--- src/rtl/glyph_pixel_pipe_if.sv ---
// glyph_pixel_pipe_if: video timing in, char RAM / glyph ROM ports, pixel and delayed timing out
interface glyph_pixel_pipe_if;
   logic        in_de;
   logic        in_hsync;
   logic        in_vsync;
   logic [6:0]  in_x;
   logic [5:0]  in_col;
   logic [10:0] ram_addr;
   logic [7:0]  ram_data;
   logic [9:0]  rom_addr;
   logic [2:0]  rom_data;
   logic        out_pix;
   logic        out_de;
   logic        out_hsync;
   logic        out_vsync;
   modport master (
      output in_de, in_hsync, in_vsync, in_x, in_col, ram_data, rom_data,
      input  ram_addr, rom_addr, out_pix, out_de, out_hsync, out_vsync
   );
   modport slave (
      input  in_de, in_hsync, in_vsync, in_x, in_col, ram_data, rom_data,
      output ram_addr, rom_addr, out_pix, out_de, out_hsync, out_vsync
   );
endinterface

--- src/rtl/glyph_pixel_pipe.sv ---
// glyph_pixel_pipe: text-mode pixel pipeline, 5-cycle latency; define GLYPH_ATTR_INVERT_EN for per-char glyph inversion via ram_data[7]
module glyph_pixel_pipe #(
   parameter int COLS    = 43,
   parameter int ROWS    = 24,
   parameter int GLYPH_H = 5,
   parameter int LATENCY = 5
) (
   input logic               clk,
   input logic               rst,
   glyph_pixel_pipe_if.slave bus
);
   localparam int TRW = (ROWS > 1) ? $clog2(ROWS) : 1;
   if (LATENCY != 5) begin : g_latency_check
      $error("glyph_pixel_pipe is built for a fixed depth of 5");
   end
   logic           r_de_prev;
   logic           r_vs_prev;
   logic [2:0]     r_line;
   logic [TRW-1:0] r_row;
   logic [10:0]    r_base;
   logic           r_beyond;
   logic [2:0]     r_line1;
   logic [2:0]     r_line2;
   logic [2:0]     r_sync [1:4];
   logic           r_ok   [1:4];
   logic [1:0]     r_rem  [1:4];
   logic           w_de_fall;
   logic           w_vs_rise;
   logic [8:0]     w_diff;
   logic [1:0]     w_rem;
   logic           w_bit;
   logic           w_glyph;
   // edge detects and remainder/bit selection; an inconsistent quotient saturates rem to 3
   always_comb begin
      w_de_fall = r_de_prev & ~bus.in_de;
      w_vs_rise = ~r_vs_prev & bus.in_vsync;
      w_diff    = {2'b00, bus.in_x} - 9'(bus.in_col) * 9'd3;
      w_rem     = (w_diff > 9'd2) ? 2'd3 : w_diff[1:0];
      w_bit     = (r_rem[4] == 2'd0) ? bus.rom_data[2] :
                  (r_rem[4] == 2'd1) ? bus.rom_data[1] : bus.rom_data[0];
   end
   // line/row tracking: advance on de falling edge, restart on vsync rising edge (vsync wins)
   always_ff @(posedge clk) begin
      if (rst) begin
         r_de_prev <= 1'b0;
         r_vs_prev <= 1'b0;
         r_line    <= '0;
         r_row     <= '0;
         r_base    <= '0;
         r_beyond  <= 1'b0;
      end else begin
         r_de_prev <= bus.in_de;
         r_vs_prev <= bus.in_vsync;
         if (w_vs_rise) begin
            r_line   <= '0;
            r_row    <= '0;
            r_base   <= '0;
            r_beyond <= 1'b0;
         end else if (w_de_fall && !r_beyond) begin
            if (r_line == 3'(GLYPH_H - 1)) begin
               r_line <= '0;
               if (r_row == TRW'(ROWS - 1)) begin
                  r_beyond <= 1'b1;
               end else begin
                  r_row  <= r_row + 1'b1;
                  r_base <= r_base + 11'(COLS);
               end
            end else begin
               r_line <= r_line + 3'd1;
            end
         end
      end
   end
   // pixel pipeline: line and blanking decision travel with each pixel so counter updates never
   // disturb pixels already in flight
   always_ff @(posedge clk) begin
      if (rst) begin
         bus.ram_addr  <= '0;
         bus.rom_addr  <= '0;
         bus.out_pix   <= 1'b0;
         bus.out_de    <= 1'b0;
         bus.out_hsync <= 1'b0;
         bus.out_vsync <= 1'b0;
         r_line1       <= '0;
         r_line2       <= '0;
         for (int i = 1; i <= 4; i++) begin
            r_sync[i] <= '0;
            r_ok[i]   <= 1'b0;
            r_rem[i]  <= '0;
         end
      end else begin
         bus.ram_addr <= r_base + 11'(bus.in_col);
         r_sync[1]    <= {bus.in_de, bus.in_hsync, bus.in_vsync};
         r_ok[1]      <= bus.in_de & ~r_beyond & (w_rem != 2'd3);
         r_rem[1]     <= w_rem;
         r_line1      <= r_line;
         r_line2      <= r_line1;
         for (int i = 2; i <= 4; i++) begin
            r_sync[i] <= r_sync[i-1];
            r_ok[i]   <= r_ok[i-1];
            r_rem[i]  <= r_rem[i-1];
         end
         bus.rom_addr  <= {bus.ram_data[6:0], r_line2};
         bus.out_pix   <= r_ok[4] & w_glyph;
         bus.out_de    <= r_sync[4][2];
         bus.out_hsync <= r_sync[4][1];
         bus.out_vsync <= r_sync[4][0];
      end
   end
`ifdef GLYPH_ATTR_INVERT_EN
   logic r_attr3;
   logic r_attr4;
   // attribute bit follows the pixel from the char fetch to the output stage
   always_ff @(posedge clk) begin
      if (rst) begin
         r_attr3 <= 1'b0;
         r_attr4 <= 1'b0;
      end else begin
         r_attr3 <= bus.ram_data[7];
         r_attr4 <= r_attr3;
      end
   end
   assign w_glyph = w_bit ^ r_attr4;
`else
   logic w_unused_attr;
   assign w_unused_attr = bus.ram_data[7];
   assign w_glyph       = w_bit;
`endif
endmodule
--- src/flat_wrapper.sv ---
// flat-port wrapper written by rule: the top's interface ports become plain ports
module glyph_pixel_pipe_flat 
#(
   parameter int COLS    = 43,
   parameter int ROWS    = 24,
   parameter int GLYPH_H = 5,
   parameter int LATENCY = 5
)
  (clk, rst, bus_in_de, bus_in_hsync, bus_in_vsync, bus_in_x, bus_in_col, bus_ram_data, bus_rom_data, bus_ram_addr, bus_rom_addr, bus_out_pix, bus_out_de, bus_out_hsync, bus_out_vsync);
  glyph_pixel_pipe_if bus_i ();
  input logic clk;
  input logic rst;
  input wire logic [$bits(bus_i.in_de)-1:0] bus_in_de;
  input wire logic [$bits(bus_i.in_hsync)-1:0] bus_in_hsync;
  input wire logic [$bits(bus_i.in_vsync)-1:0] bus_in_vsync;
  input wire logic [$bits(bus_i.in_x)-1:0] bus_in_x;
  input wire logic [$bits(bus_i.in_col)-1:0] bus_in_col;
  input wire logic [$bits(bus_i.ram_data)-1:0] bus_ram_data;
  input wire logic [$bits(bus_i.rom_data)-1:0] bus_rom_data;
  output wire logic [$bits(bus_i.ram_addr)-1:0] bus_ram_addr;
  output wire logic [$bits(bus_i.rom_addr)-1:0] bus_rom_addr;
  output wire logic [$bits(bus_i.out_pix)-1:0] bus_out_pix;
  output wire logic [$bits(bus_i.out_de)-1:0] bus_out_de;
  output wire logic [$bits(bus_i.out_hsync)-1:0] bus_out_hsync;
  output wire logic [$bits(bus_i.out_vsync)-1:0] bus_out_vsync;
  assign bus_i.in_de = bus_in_de;
  assign bus_i.in_hsync = bus_in_hsync;
  assign bus_i.in_vsync = bus_in_vsync;
  assign bus_i.in_x = bus_in_x;
  assign bus_i.in_col = bus_in_col;
  assign bus_i.ram_data = bus_ram_data;
  assign bus_i.rom_data = bus_rom_data;
  assign bus_ram_addr = bus_i.ram_addr;
  assign bus_rom_addr = bus_i.rom_addr;
  assign bus_out_pix = bus_i.out_pix;
  assign bus_out_de = bus_i.out_de;
  assign bus_out_hsync = bus_i.out_hsync;
  assign bus_out_vsync = bus_i.out_vsync;
  glyph_pixel_pipe #(.COLS(COLS), .ROWS(ROWS), .GLYPH_H(GLYPH_H), .LATENCY(LATENCY)) u_core (.clk(clk), .rst(rst), .bus(bus_i));
endmodule
--- config.mk ---
export PLATFORM = sky130hd
export DESIGN_NAME = glyph_pixel_pipe_flat
export DESIGN_NICKNAME = d
export VERILOG_FILES = /design/src/rtl/glyph_pixel_pipe_if.sv /design/src/rtl/glyph_pixel_pipe.sv /design/src/flat_wrapper.sv
export SDC_FILE = /design/constraint.sdc
export NUM_CORES = 1
export LEC_CHECK = 0
export ABC_AREA = 0
export BUFFER_PORTS_ARGS = -buffer_cell sky130_fd_sc_hd__buf_2
export CORE_ASPECT_RATIO = 1.5
export CORE_MARGIN = 2
export CORE_UTILIZATION = 58
export CTS_BUF_LIST = sky130_fd_sc_hd__clkbuf_4
export DETAILED_ROUTE_END_ITERATION = 10
export GPL_TIMING_DRIVEN = 0
export MAX_ROUTING_LAYER = met4
export PLACE_DENSITY = 0.94
export RECOVER_POWER = 25
export SLEW_MARGIN = 10
export SYNTH_ARGS = -nofsm -noshare
export SYNTH_HDL_FRONTEND = slang
export SYNTH_SLANG_ARGS = --single-unit
--- constraint.sdc ---
create_clock -name clk -period 2.9 [get_ports clk]
set_clock_uncertainty 0.15 [all_clocks]
set_input_delay 0.29 -clock clk [delete_from_list [all_inputs] [get_ports clk]]
set_output_delay 0.29 -clock clk [all_outputs]
set_load 0.005 [all_outputs]
Word level (Yosys, flattened, before mapping)
Memories as Yosys holds them, arrays and structs flattened. A register that Yosys moved wholly into a read port is not among the register bits.
Cells that the tools add are included.

operators by class
  add/sub/neg operators = 5
  multipliers = 1
  order comparisons = 1
  equality and inequality tests = 4
  mux-type cells = 19
  bitwise operators = 21
  reduce and logical (&&, ||, !) cells = 6

operators by type and width
  kind                                                                  count
  3-bit 2-to-1 mux                                                      5
  1-bit OR                                                              12
  11-bit by 6-bit adder with 11-bit output                              1
  11-bit by 6-bit adder with 11-bit output, second input constant       1
  2-bit 2-to-1 mux                                                      5
  9-bit by 2-bit > comparator with 1-bit output, second input constant  1
  1-bit 2-to-1 mux                                                      9
  7-bit by 8-bit subtractor with 9-bit output                           1
  6-bit by 2-bit multiplier with 8-bit output, second input constant    1
  3-bit AND reduction                                                   2
  5-bit by 1-bit adder with 5-bit output, second input constant         1
  1-bit AND                                                             5
  5-bit == test, second input constant                                  1
  1-bit NOT                                                             4
  3-bit by 1-bit adder with 3-bit output, second input constant         1
  3-bit == test, second input constant                                  1
  2-bit by 1-bit == test with 1-bit output, second input constant       1
  2-bit zero test                                                       1
  2-bit != test, second input constant                                  1
  2-bit OR reduction                                                    1
  1-bit logical AND                                                     1
  1-bit zero test                                                       1

word-level totals
  bits in registers = 50
  memory bits (writable) = 24
  output and inout bits = 25
  memories = 3

memory list
  memory         words  width  rd ports  clocked after Yosys merged registers in  write ports  RTL line                source
  u_core.r_sync  4      3      4         1                                        4            glyph_pixel_pipe.sv:24  logic [2:0] r_sync [1:4];
  u_core.r_rem   4      2      4         0                                        4            glyph_pixel_pipe.sv:26  logic [1:0] r_rem [1:4];
  u_core.r_ok    4      1      4         0                                        4            glyph_pixel_pipe.sv:25  logic r_ok [1:4];

Logic depth before layout (Yosys ltp)
  depth in word-level cells = 7
  depth in mapped cells = 9
  gate-level depth less buffers = 9

Worst setup path after synthesis
OpenSTA, ideal clock, no wires.

  path type = in2reg
  start = input port bus_in_col[3]
  end = register u_core.r_ok[0][1] (netlist name)
  setup time = 0.116 ns
  data arrival time = 2.088 ns
  path slack = 0.546 ns
  cell stages on the path = 9
  path buffers = 1
  path through = inv_1 -> fa_1 -> ha_1 -> clkbuf_2 -> o21a_1 -> a21boi_1 -> nor4_1 -> a211o_1 -> and4_1

RTL lines
  item                RTL line            source
  start: declaration  flat_wrapper.sv:17  input wire logic [$bits(bus_i.in_col)-1:0] bus_in_col;

Final worst setup path
  start = register u_core.r_base[0]
  end = register u_core.bus.ram_addr[10]

on the way
  word-level cells in the longest chain between the ends = 1

ends and longest elaborated chain
  item                                      RTL line                   source
  start: declaration                        glyph_pixel_pipe.sv:20     logic [10:0] r_base;
  start signal: assignment                  glyph_pixel_pipe.sv:66     r_base <= r_base + 11'(COLS);
  11-bit by 6-bit adder with 11-bit output  glyph_pixel_pipe.sv:92     bus.ram_addr <= r_base + 11'(bus.in_col);
  end signal: assignment                    glyph_pixel_pipe.sv:92
  end: declaration                          glyph_pixel_pipe_if.sv:22  output ram_addr, rom_addr, out_pix, out_de, out_hsync, out_vsync

Every way passes these cells.
A chain may end at the register's enable or synchronous reset.

==> reports/qor.txt <==
Multi-input logic area: 0.00164 mm²
TNS Setup: 0 ps
Post-Synth Adder-Cell Area: 0.109
Area share of the largest cell type after synthesis: 0.457
Detail Placement HPWL: 4.75 mm
Net count after synthesis: 397
Sw Ratio: 0.259
CTS Hold Bufs: 9
Compound-cell area share of the yosys netlist: 0.112
Multiplexer area fraction after synthesis: 0.0190
Vias per inst: 5.36
CTS tree: yes
Pwr/cell area: 534 mW/mm²
Max-cap violation count: 0
Critical Path Source: u_core.r_base[0]
Register area: 0.00150 mm²
Netlist Area Pre-Place: 0.00329 mm²
Worst r2r src: u_core.r_base[0]
DIE AREA: 0.00630 mm²
Clk_lat worst skew: 450 ps
Final Hold Viols: 0
Critical path capture point type: flop
Row cnt: 33
CP max stage cell: dfxtp_1
Count of flip-flops with a built-in enable after synthesis: 0
Leakage: 1.70 nW
Root buf cell: clkbuf_4
Peak VDD IR: 259 µV
Post-CTS Setup Inserts: 0
Synthesis warning total: 0
Worst Path Max Fanout: 5
Cell variety after synth: 48
Cell count after synthesis: 343
Core footprint: 0.00545 mm²
Worst min-delay path category: in -> reg
Detail Route Antenna Nets: 0
Combinational share of power: 0.141
RSZ-0062 raised after global routing: no
Sw power: 539 µW
Clock share of power: 0.350
Top delay family on crit path: adder cells
Crit Path Class: reg -> reg
Vias in the first global route: 2601
Cell with the most instances after synthesis: dfxtp_1
GPL Wtd Cong: 0.873
Setup violations, final: 0
Final wirelength: 6.81 mm
Num Clock Sinks: 75
Starting density of the core: 0.603
Total grt overflow: 0
Synth-to-layout area growth: 18.3%
Sequential area share after synthesis: 0.457
First-pass GRT wire length: 11.5 mm
Clock buffer depth: 2
CP cell instances: ha_1, inv_1, fa_1, nor2b_1, o21a_1, o21ai_1, a211oi_1, mux2_2
Syn avg cell area: 9.59 µm²
FF+latch count, synth: 75
CTS clk-pin slew, worst paths: 120 ps
Slowest stage delay, CP: 460 ps
XOR/XNOR Fraction of Synth Area: 0.0426
Post_cts resized: 0
Minimum clock period: 2520 ps
Gr usage total: 0.249
Run status: finished, final reports clean
Clock buffer count from CTS: 9
WP data required: 3090 ps
Largest net degree at the start of global routing: 14
Pins Over Slew Limit: 0
Hold path start: bus_rom_data[0]
Worst path arrival time: 2710 ps
IO Count: 54
Seq pwr share: 0.509
Die Wd: 65.5 µm
DRC: 0
Main combinational cell family by area after synthesis: simple AND/OR/NAND/NOR gates
Number of diodes: 0
# fillers: 429
Top_reg_cell synth: dfxtp_1
Tcrit/Tclk final: 0.868
Top cells by count, synth: dfxtp_1, nor2b_1, nor2_1, inv_1, ha_1
Fmax: 397 MHz
Worst-Margin Slew: 514 ps
Layout cell share with drive strength beyond 1: 0.181
Power Internal: 1.54 mW
Number of port buffers: 52
Routed wire per std cell: 13.9 µm
Synth Area in Simple Gates: 0.218
1st-pass router iterations: 4
Synth async-reset ratio: 0
Die height: 96.2 µm
CP Buf/Inv Count: 1
Via count: 2628
Rel. slew slack: 0.658
Initial antenna violation count: 0
Yosys top cell by area: dfxtp_1
Final Core Density: 0.714
Number of DRC markers in iteration 0: 118
Top cells by area, synth: dfxtp_1, nor2b_1, ha_1, nor2_1, fa_1
Critical Path Source Type: flop
Htree depth: 3
Fin nets: 469
## metrics by stage
stage | setup slack (ps) | total power [mW] | hold slack (ps) | cells | instance area [µm²]
after global routing | 222 | 2.16 | 31.2 | 490 | 3890
after CTS | 430 | 2.08 | 14.0 | 490 | 3890
after detailed placement | 205 | 1.36 | 270 | 465 | 3640
final | 384 | 2.08 | 14.8 | 490 | 3890
after global placement | 257 | 1.34 | 266 | 465 | 3640
after floorplan | 546 | 1.28 | 219 | 343 | 3290
## routing by layer
| metal | vias to the layer above | part of all wire | wire length, µm | GRT usage |
|---|---|---|---|---|
| met2 | 90 | 0.51 | 3500 | 0.442 |
| met1 | 1209 | 0.39 | 2630 | 0.246 |
| met3 | 27 | 0.048 | 325 | 0.0468 |
| li1 | 1302 | - | - | - |
| met4 | 0 | 0.051 | 348 | 0.165 |
| met5 | - | 0 | 0 | - |
## logic make-up (layout without fill, tap and decap cells)
logic type,Yosys count,count (layout)
XOR/XNOR,16,16
adder cells (fa/ha/maj),25,25
AND/OR/NAND/NOR,129,129
AO/OA/AOI/OAI,56,56
multiplexers,6,6
buffers and inverters,36,113
flip-flops,75,75
## layout make-up
| class | count | share of cell area |
|---|---|---|
| Clock buffer | 10 | 0.0193 |
| Timing Repair Buffer | 61 | 0.0897 |
| Tap cell | 70 | 0.0225 |
| Sequential cell | 75 | 0.386 |
| Clock inverter | 6 | 0.0232 |
| Inverter | 24 | 0.0232 |
| Multi-Input combinational cell | 232 | 0.423 |
| Buffer | 12 | 0.0135 |
## placed cells by master, fill, tap and decap left out, types with 3 or more instances in the layout
cell and n:
dfxtp_1 75, buf_2 53, nor2b_1 43, nor2_1 40
inv_1 24, ha_1 19, a21oi_1 14, xnor2_1 11
clkbuf_4 10, clkbuf_1 9, nand2_1 9, dlygate4sd3_1 9
nor3_1 8, o21ai_0 8, a211oi_1 7, nand3_1 6
fa_1 6, o21a_1 5, nor3b_1 5, xor2_1 5
a21o_1 4, mux2i_1 4, o211ai_1 4, and4_1 3
## power by group through the flow
stage          Sequential (mW)  Clock [mW]  Combinational, mW
2_1_floorplan             1.08           0              0.194
3_3_place_gp              1.08           0              0.263
3_5_place_dp              1.08           0              0.279
4_1_cts                   1.06       0.730              0.290
5_1_grt                   1.06       0.772              0.329
6_report                  1.06       0.727              0.293
## worst min-delay path: stages
cell	delay, ps
buf_2	100
a21oi_1	130
nor3b_1	60
## flip-flops by register name (all words and copies together), names as in the netlist
name,flops
u_core.r_de_prev,1
u_core.r_base,11
u_core.r_beyond,1
u_core.r_line1,3
u_core.bus.out_de,1
u_core.r_sync,11
u_core.r_ok,4
u_core.bus.ram_addr,11
u_core.bus.out_hsync,1
u_core.r_rem,8
u_core.bus.out_pix,1
u_core.bus.rom_addr,10
u_core.r_line2,3
u_core.bus.out_vsync,1
u_core.r_row,5
u_core.r_line,3
## path summary, 6_finish.rpt
check	endpoint	slack [ps]	cells past startpoint
max	u_core.bus.ram_addr[10]	380	8
min	u_core.bus.out_pix	10	3
max reg2reg	u_core.bus.ram_addr[10]	380	8
min reg2reg	u_core.r_rem[0][6]	290	1
(Power assumes the default switching activity.)
